## config.mk

```make
export PLATFORM = sky130hd
export DESIGN_NAME = vnarrow_wb_merge
export DESIGN_NICKNAME = d
export VERILOG_FILES = /design/src/rtl/vnarrow_wb_merge.sv
export SDC_FILE = /design/constraint.sdc
export NUM_CORES = 1
export LEC_CHECK = 0
export ABC_AREA = 1
export CORE_ASPECT_RATIO = 1.2
export CORE_UTILIZATION = 59
export DETAILED_ROUTE_END_ITERATION = 16
export GPL_ROUTABILITY_DRIVEN = 0
export GPL_TIMING_DRIVEN = 0
export HOLD_SLACK_MARGIN = 0.02
export PLACE_DENSITY = 0.84
export REMOVE_ABC_BUFFERS = 1
export SYNTH_ARGS = -nofsm -noshare
export SYNTH_HDL_FRONTEND = slang
export SYNTH_SLANG_ARGS = --single-unit
```

## constraint.sdc

```tcl
create_clock -name clk -period 20.9 [get_ports clk]
set_input_delay 3.135 -clock clk [delete_from_list [all_inputs] [get_ports clk]]
set_output_delay 3.135 -clock clk [all_outputs]
set_load 0.05 [all_outputs]
```

## src/rtl/vnarrow_wb_merge.sv

```systemverilog
// rtl/vnarrow_wb_merge.sv - merges narrowed half-word writes and queues them for the VRF write port
//
// Purpose:
//   Sits between the narrowing ALU stage and the VRF write port. The narrowing
//   stage writes each 64-bit destination word in two partial beats, one per
//   half, and both beats carry the same address. This block combines the
//   complementary beats in a merge register (M). It then queues the combined
//   writes in a small first-word-fall-through FIFO that has a valid/ready
//   handshake. Upstream cannot be stalled, so a push into a full FIFO is
//   dropped and recorded in a sticky overflow flag.
//
// Ports:
//   clk        clock; all state updates on the rising edge
//   rst        asynchronous active-high reset
//   in_vec     narrowed data beat from upstream
//   in_be      byte enables of in_vec
//   in_addr    destination word address
//   in_valid   input beat valid (no backpressure)
//   in_flush   end of instruction; force the held partial entry out
//   out_vec    write data at FIFO head
//   out_be     write byte enables at FIFO head
//   out_addr   write address at FIFO head
//   out_valid  FIFO non-empty
//   out_ready  VRF accepts the head entry when out_valid && out_ready
//   busy       merge register valid, FIFO non-empty or flush pending
//   overflow   sticky: a push was dropped because the FIFO was full

module vnarrow_wb_merge #(
   parameter int DATA_WIDTH   = 64,
   parameter int ADDR_WIDTH   = 32,
   parameter int BE_WIDTH     = 8,
   parameter int FIFO_DEPTH   = 4,
   parameter int FLUSH_CYCLES = 4
) (
   input  logic                  clk,
   input  logic                  rst,
   input  logic [DATA_WIDTH-1:0] in_vec,
   input  logic [BE_WIDTH-1:0]   in_be,
   input  logic [ADDR_WIDTH-1:0] in_addr,
   input  logic                  in_valid,
   input  logic                  in_flush,
   output logic [DATA_WIDTH-1:0] out_vec,
   output logic [BE_WIDTH-1:0]   out_be,
   output logic [ADDR_WIDTH-1:0] out_addr,
   output logic                  out_valid,
   input  logic                  out_ready,
   output logic                  busy,
   output logic                  overflow
);

   localparam int PTR_W  = (FIFO_DEPTH > 1) ? $clog2(FIFO_DEPTH) : 1;
   localparam int CNT_W  = $clog2(FIFO_DEPTH + 1);
   localparam int IDLE_W = $clog2(FLUSH_CYCLES + 1);
   localparam logic [IDLE_W-1:0] IDLE_LAST = IDLE_W'(FLUSH_CYCLES - 1);
   localparam logic [CNT_W-1:0]  CNT_FULL  = CNT_W'(FIFO_DEPTH);

   typedef enum logic {
      EMPTY = 1'b0,
      HOLD  = 1'b1
   } state_t;

   // merge register
   state_t                  state_q, state_d;
   logic [DATA_WIDTH-1:0]   m_data_q, m_data_d;
   logic [BE_WIDTH-1:0]     m_be_q, m_be_d;
   logic [ADDR_WIDTH-1:0]   m_addr_q, m_addr_d;
   logic [IDLE_W-1:0]       idle_q, idle_d;
   logic                    pend_q, pend_d;

   // output FIFO
   logic [DATA_WIDTH-1:0]   fifo_data_q [FIFO_DEPTH];
   logic [BE_WIDTH-1:0]     fifo_be_q   [FIFO_DEPTH];
   logic [ADDR_WIDTH-1:0]   fifo_addr_q [FIFO_DEPTH];
   logic [PTR_W-1:0]        wr_ptr_q, wr_ptr_d;
   logic [PTR_W-1:0]        rd_ptr_q, rd_ptr_d;
   logic [CNT_W-1:0]        count_q, count_d;
   logic                    overflow_q, overflow_d;

   // push request from the merge logic toward the FIFO
   logic                    push;
   logic [DATA_WIDTH-1:0]   push_data;
   logic [BE_WIDTH-1:0]     push_be;
   logic [ADDR_WIDTH-1:0]   push_addr;

   logic [DATA_WIDTH-1:0]   in_mask;
   logic [DATA_WIDTH-1:0]   merged_data;
   logic [BE_WIDTH-1:0]     merged_be;
   logic                    beat;
   logic                    addr_match;
   logic                    overlap;
   logic                    eff_hold;
   logic                    fifo_full;
   logic                    pop;
   logic                    accept;

   // Byte-wise combine: each byte comes from the input where its enable is
   // set, otherwise from M. Masked input is used when M is loaded, so that
   // disabled lanes never carry stale upstream data into a later merge.
   always_comb begin
      in_mask     = '0;
      merged_data = '0;
      for (int i = 0; i < BE_WIDTH; i++) begin
         in_mask[i*8 +: 8]     = {8{in_be[i]}};
         merged_data[i*8 +: 8] = in_be[i] ? in_vec[i*8 +: 8] : m_data_q[i*8 +: 8];
      end
      merged_be = in_be | m_be_q;
   end

   assign beat       = in_valid && (in_be != '0);
   assign addr_match = (in_addr == m_addr_q);
   assign overlap    = (in_be & m_be_q) != '0;
   // A pending flush empties M in this cycle, so a new beat sees EMPTY.
   assign eff_hold   = (state_q == HOLD) && !pend_q;

   always_comb begin
      state_d   = state_q;
      m_data_d  = m_data_q;
      m_be_d    = m_be_q;
      m_addr_d  = m_addr_q;
      push      = 1'b0;
      push_data = m_data_q;
      push_be   = m_be_q;
      push_addr = m_addr_q;

      // The pending flush takes the push slot. Any beat this cycle is then
      // processed as from EMPTY, and that path never pushes.
      if (pend_q && (state_q == HOLD)) begin
         push    = 1'b1;
         state_d = EMPTY;
      end

      if (in_valid) begin
         if (beat) begin
            if (!eff_hold) begin
               state_d  = HOLD;
               m_data_d = in_vec & in_mask;
               m_be_d   = in_be;
               m_addr_d = in_addr;
            end else if (addr_match && !overlap) begin
               if (&merged_be) begin
                  push      = 1'b1;
                  push_data = merged_data;
                  push_be   = merged_be;
                  state_d   = EMPTY;
               end else begin
                  m_data_d = merged_data;
                  m_be_d   = merged_be;
               end
            end else begin
               // The beat conflicts with M. Retire M unchanged and start a
               // new entry from the beat.
               push     = 1'b1;
               state_d  = HOLD;
               m_data_d = in_vec & in_mask;
               m_be_d   = in_be;
               m_addr_d = in_addr;
            end
         end
      end else if (eff_hold) begin
         if (in_flush || (idle_q == IDLE_LAST)) begin
            push    = 1'b1;
            state_d = EMPTY;
         end
      end

      idle_d = (in_valid || (state_d == EMPTY)) ? '0 : idle_q + IDLE_W'(1);
      pend_d = in_valid && in_flush;
   end

   // FIFO control. A push into a full FIFO succeeds only if the head is
   // popped at the same edge. M still advances when a push is dropped.
   assign fifo_full = (count_q == CNT_FULL);
   assign out_valid = (count_q != '0);
   assign pop       = out_valid && out_ready;
   assign accept    = push && (!fifo_full || pop);

   always_comb begin
      wr_ptr_d   = accept ? wr_ptr_q + PTR_W'(1) : wr_ptr_q;
      rd_ptr_d   = pop ? rd_ptr_q + PTR_W'(1) : rd_ptr_q;
      count_d    = count_q + CNT_W'(accept) - CNT_W'(pop);
      overflow_d = overflow_q || (push && fifo_full && !pop);
   end

   always_ff @(posedge clk or posedge rst) begin
      if (rst) begin
         state_q    <= EMPTY;
         m_data_q   <= '0;
         m_be_q     <= '0;
         m_addr_q   <= '0;
         idle_q     <= '0;
         pend_q     <= 1'b0;
         wr_ptr_q   <= '0;
         rd_ptr_q   <= '0;
         count_q    <= '0;
         overflow_q <= 1'b0;
         for (int i = 0; i < FIFO_DEPTH; i++) begin
            fifo_data_q[i] <= '0;
            fifo_be_q[i]   <= '0;
            fifo_addr_q[i] <= '0;
         end
      end else begin
         state_q    <= state_d;
         m_data_q   <= m_data_d;
         m_be_q     <= m_be_d;
         m_addr_q   <= m_addr_d;
         idle_q     <= idle_d;
         pend_q     <= pend_d;
         wr_ptr_q   <= wr_ptr_d;
         rd_ptr_q   <= rd_ptr_d;
         count_q    <= count_d;
         overflow_q <= overflow_d;
         if (accept) begin
            fifo_data_q[wr_ptr_q] <= push_data;
            fifo_be_q[wr_ptr_q]   <= push_be;
            fifo_addr_q[wr_ptr_q] <= push_addr;
         end
      end
   end

   assign out_vec  = fifo_data_q[rd_ptr_q];
   assign out_be   = fifo_be_q[rd_ptr_q];
   assign out_addr = fifo_addr_q[rd_ptr_q];
   assign busy     = (state_q == HOLD) || out_valid || pend_q;
   assign overflow = overflow_q;

endmodule

```

### After elaboration in Yosys (flattened, before gate mapping)

Cells that the tools add are included.

* register bits after elaboration: 533
* output and inout bits: 107

* $add $sub $neg: 5
* $lt $le $gt $ge: 3
* equality and inequality tests: 5
* multiplexer cells: 61
* bitwise logic cells: 6
* reduce and logical (&&, ||, !) cells: 26

Operator list (count)
* $mux W64: 11
* $bwmux W256: 1
* $mux W32: 5
* $mux W8: 19
* $bmux W64 S2: 1
* $bwmux W128: 1
* $demux W64 S2: 1
* $and A64 B64 Y64: 1
* $bmux W32 S2: 1
* $demux W32 S2: 1
* $bwmux W32: 1
* $eq A32 B32 Y1: 1
* $bmux W8 S2: 1
* $demux W8 S2: 1
* $mux W1: 16
* $reduce_bool A8 Y1: 2
* $logic_and A1 B1 Y1: 10
* $and A8 B8 Y8: 1
* $or A8 B8 Y8: 1
* $reduce_and A8 Y1: 1
* $ge A3 B3 Y1 const B: 2
* $logic_or A1 B1 Y1: 6
* $not A2 Y3: 2
* $reduce_and A3 Y1: 2
* 13 further kinds: 17

### Depth between registers and ports, before layout

Gate-level depths: netlist of run 1.

* word-level depth: 11
* depth in mapped cells: 19

### Least setup slack after synthesis of run 1

OpenSTA, ideal clock, no wires.

* kind: input -> register
* start point: in in_be[0]
* end point: reg count_q[2]
* data arrival time: 5.427 ns
* slack: 15.352 ns
* cell stages on the path: 19
* cells stage by stage: buf_4 > inv_2 > buf_6 > nand2_1 > nor3_2 > nand2_2 > nand2_1 > nor2_1 > nand4_1 > nand2_1 > nand2_2 > buf_2 > nand2_1 > ha_1 > inv_1 > ha_1 > inv_1 > fa_1 > xor2_1

* cells in the longest elaborated chain, start to end: 11
* elaborated cells on any way between the ends: 16
* those cells by class: add/sub (2); mux (5); bitwise (2); reduce/logical (7)

Ends and longest elaborated chain
* start: declaration: RTL line 38 `input logic [BE_WIDTH-1:0] in_be,`
* $and A8 B8 Y8: RTL line 111 `assign overlap = (in_be & m_be_q) != '0;`
* $reduce_bool A8 Y1: RTL line 111
* $logic_not A1 Y1: RTL line 139 `end else if (addr_match && !overlap) begin`
* $logic_and A1 B1 Y1: RTL line 139
* $mux W1: RTL line 139
* $mux W1: RTL line 134 `if (!eff_hold) begin`
* $mux W1 (*): RTL line 133 `if (beat) begin`
* $mux W1 (*): RTL line 132 `if (in_valid) begin`
* $logic_and A1 B1 Y1 (*): RTL line 175 `assign accept = push && (!fifo_full || pop);`
* $add A3 B1 Y3 (*): RTL line 180 `count_d = count_q + CNT_W'(accept) - CNT_W'(pop);`
* $sub A3 B1 Y3 (*): RTL line 180
* via count_d[2]: RTL line 76 `logic [CNT_W-1:0] count_q, count_d;`
* end signal: assignment: RTL line 210 `count_q <= count_d;`
* end: declaration: RTL line 76

Mark *: on every way through the listed nets, which the timed path passes. The rest lies on a longest branch.
A chain may end at the register's enable or synchronous reset.

### Final worst setup path of run 1

* start point: in in_be[6]
* end point: reg m_data_q[37]

* cells in the longest elaborated chain, start to end: 6
* elaborated cells on any way between the ends: 12
* those cells by class: eq/ne (1); mux (2); bitwise (2); reduce/logical (7)

Ends and longest elaborated chain
* $and A8 B8 Y8: RTL line 111
* $reduce_bool A8 Y1: RTL line 111
* $logic_not A1 Y1: RTL line 139
* $logic_and A1 B1 Y1: RTL line 139
* $ne A3 B3 Y1 (no line) or $mux W64 (tied branches)
* $reduce_and A3 Y1 (no line) or $mux W64 (tied branches)
* end signal: assignment: RTL line 203 `m_data_q <= m_data_d;`
* end: declaration: RTL line 64 `logic [DATA_WIDTH-1:0] m_data_q, m_data_d;`

Several ways; a longest one is shown, not always the timed one.

==> results of run 1 <==
worst max-delay path: cells and delay by family:
kind | cells | cell delay (ns)
buffers and inverters | 4 | 1.71
AND/OR/NAND/NOR | 10 | 2.57
AO/OA/AOI/OAI | 1 | 0.98
cell families after synthesis:
kind of cell	after synthesis	share of synthesized area
xor+xnor	23	0.00740
simple gates	2298	0.352
fa+ha+maj	9	0.00441
flops	533	0.490
buf+inv	382	0.0637
compound gates	418	0.0828
metrics by stage:
stage / hold WS (ns) / cell area, sq um / power, W
6_report: 0.460 / 31800 / 0.00513
3_5_place_dp: 0.441 / 30000 / 0.00411
5_1_grt: 0.470 / 31800 / 0.00535
4_1_cts: 0.461 / 31800 / 0.00509
2_1_floorplan: 0.410 / 25800 / 0.00316
3_3_place_gp: 0.427 / 28700 / 0.00402
cells in the mapped netlist (2+ instances only):
cell type | n | area [sq um]
ha_1 | 8 | 100
inv_1 | 64 | 240
nand2_2 | 2 | 12.5
o21ai_0 | 281 | 1410
xor2_1 | 13 | 114
xnor2_1 | 10 | 87.6
buf_2 | 91 | 455
nand3_2 | 14 | 140
nand3_1 | 288 | 1440
clkbuf_1 | 166 | 623
buf_4 | 15 | 113
inv_2 | 22 | 82.6
nand2_1 | 1534 | 5760
buf_1 | 6 | 22.5
nand4_1 | 195 | 1220
o22ai_1 | 112 | 701
nor3_2 | 2 | 20.0
buf_6 | 16 | 180
and2_1 | 2 | 12.5
nor2_1 | 258 | 968
dfrtp_1 | 533 | 13300
o21ai_1 | 20 | 100
sequential cells by signal, summed over array words and instances (netlist names):
signal,flops
count_q,3
fifo_addr_q,128
fifo_be_q,32
fifo_data_q,256
idle_q,3
m_addr_q,32
m_be_q,8
m_data_q,64
overflow,1
pend_q,1
rd_ptr_q,2
state_q,1
wr_ptr_q,2
report_power, final:
group	switching (W)	internal, W	leakage [nW]	total [W]
clock network	0.000418	0.000559	0.862	0.000976
registers	0.000220	0.00136	6.98	0.00158
logic	0.00178	0.000780	8.51	0.00256
cell usage in the layout, fill, tap and decap left out, drive strengths merged:
| cell type | synthesis | routed |
|---|---|---|
| bufinv | 0 | 3 |
| buf | 129 | 46 |
| xor2 | 13 | 13 |
| nand2 | 1536 | 1536 |
| inv | 86 | 87 |
| xnor2 | 10 | 10 |
| o211ai | 1 | 1 |
| dfrtp | 533 | 533 |
| or2 | 1 | 1 |
| clkbuf | 166 | 77 |
| nand3 | 302 | 302 |
| clkdlybuf4s50 | 0 | 215 |
| o21ai | 302 | 302 |
| o22ai | 112 | 112 |
| clkinv | 1 | 11 |
| a211oi | 1 | 1 |
| a21oi | 1 | 1 |
| clkinvlp | 0 | 3 |
| nor3 | 3 | 3 |
| a21o | 1 | 1 |
| ha | 8 | 8 |
| nand4 | 195 | 195 |
| and2 | 2 | 2 |
| nor4 | 1 | 1 |
| nor2 | 258 | 258 |
| fa | 1 | 1 |
final cells by class:
type,count,area [sq um],area share
inverter,87,344,0.0108
tap,609,762,0.0240
clock buffer,77,1580,0.0497
multi-input combinational,2748,12300,0.387
clock inverter,17,171,0.00539
timing repair buffer,261,3280,0.103
sequential,533,13300,0.420
how the worst max path moves through the flow:
stage                                 end  depth (start not counted)
after floorplan                count_q[0]                          1
after detailed placement        m_be_q[6]                         12
after CTS                       m_be_q[6]                         12
after global placement    fifo_data_q[81]                          2
final                        m_data_q[37]                         15
after global routing            m_be_q[5]                         12
metal layers:
metal	share of wire	vias to the layer above	global-route usage	routed length [um]
met1	0.37	12480	0.490	32600
li1	-	12015	-	-
met4	0.052	6	0.206	4540
met3	0.11	335	0.0562	9900
met5	0.00050	-	0	44
met2	0.46	1699	0.599	40800
==> impl_metrics.yaml, run 1 <==
yosys:
  syn-cell-area_sq_um: 27200
  syn_area_per_cell_sq_um: 7.44
  synth-seq-area-share: 0.490
  ys_warn_count: 0
  synth-edff-count: 0
  ys_seq_elements: 533
  ys.flop_type: "dfrtp_1"
  synthCells: 3663
  synthArstFlopShare: 1.00
  ys_types: 33
placement:
  dp_slack_ns: 12.51
  dp_cells: 4238
  hpwl_um: 50800
  io_buffers: 215
global_routing:
  grt_usage: 0.375
  grt_start_max_net_pins: 132
  grt_pass1_wl_um: 137000
  grt-ovfl-total: 0
  grt_pass1_vias: 25478
  antenna_found_initial: 3
die:
  io-pin-count: 216
  fp.dieW_um: 198
  core_sq_um: 45200
  dieArea_sq_um: 47000
  floorplan.rows: 85
  dieHeight_um: 237
  start_util: 0.603
routing:
  wirelength_um: 87900
  vias: 26535
  drt_iter0_drc: 2856
  routed_via_density: 6.13
  dr.pass1.iters: 8
  routedWlPerCell_um: 20.3
  ant_nets: 0
  drc: 0
cts:
  cts-hold-fix-buffers: 0
  numCtsBuffers: 53
  cts_tree: "done"
  numClockSinks: 533
  path_clk_slew_ns: 0.06
  insertion_delay_ns: 0.63
  cts_root_buffer: "clkbuf_16"
  post_cts_buffers: 0
  cts_max_path_buffers: 3
  cts_max_level: 2
  post_cts_resized: 0
run:
  cap_violations: 0
run_status:
  status: "finished, final reports clean"
hold_path:
  min_path_type: "reg -> reg"
  min_to: "overflow"
  holdPathStages: 1
  hp-start: "overflow"
setup_path:
  critPathKind: "in -> reg"
  reg2reg_setup_slack_ns: 16.10
  ff2ff_path_depth: 13
  crit_top_cell: "nand2_1"
  critPathSlowestCell: "o21ai_4"
  end_kind: "register"
  cp_max_fo: 66
  arrival_ns: 8.46
  startpoint_type: "input pin"
  crit_required_ns: 21.40
  slowest_delay_ns: 0.98
  worstReg2RegEnd: "m_data_q[37]"
  rr_startpoint: "m_addr_q[16]"
  cp-startpoint: "in_be[6]"
  path_cells: "clkdlybuf4s50_1 > nand2_1 > nand2_1 > nor2_1 > nand2_1 > nor2_1 > nand3_1 > nor2_4 > nand2_4 > o21ai_4 > buf_16 > buf_16 > inv_2 > nand2_1 > nand2_1"
timing:
  worst_pin_slew_ns: 0.992
  hold_viol: 0
  setup_viol: 0
  fin_tns_setup_ns: 0
  rsz0062_at_grt: "false"
  max_freq_ghz: 0.126
  min_period_ns: 7.96
  fin_skew_ns: 0.0221
  relSlewSlack: 0.339
  finalCritPeriodShare: 0.381
  slew_violations: 0
  fin_ws_ns: 12.94
layout:
  fillers: 3563
  fin_cells: 4332
  utilization: 0.703
  drive_gt1_frac: 0.0505
  n_antenna_cell: 0
  fin_nets: 3802
  area_growth_pct: 16.7
power_and_ir_drop:
  irDropWorstVdd_mv: 0.145
  power.density_nw_per_um2: 161
  p_leak_nw: 16.4
Power figures use the tool's default switching activity.
==> inputs of run 2 (changes only) <==
- clock period: 20.9 -> 8 ns (I/O delays scaled with it)
==> results of run 2 <==
Same layout as run 1 (identical final DEF). Status: finished, final reports clean.
Main changes from that run: setup slack after placement 12.51 ns -> 1.55 ns; setup slack after layout 12.94 ns -> 1.98 ns; register-to-register setup slack 16.10 ns -> 3.20 ns; total power 0.00513 W -> 0.0134 W; worst IR drop on VDD 0.145 mV -> 0.380 mV
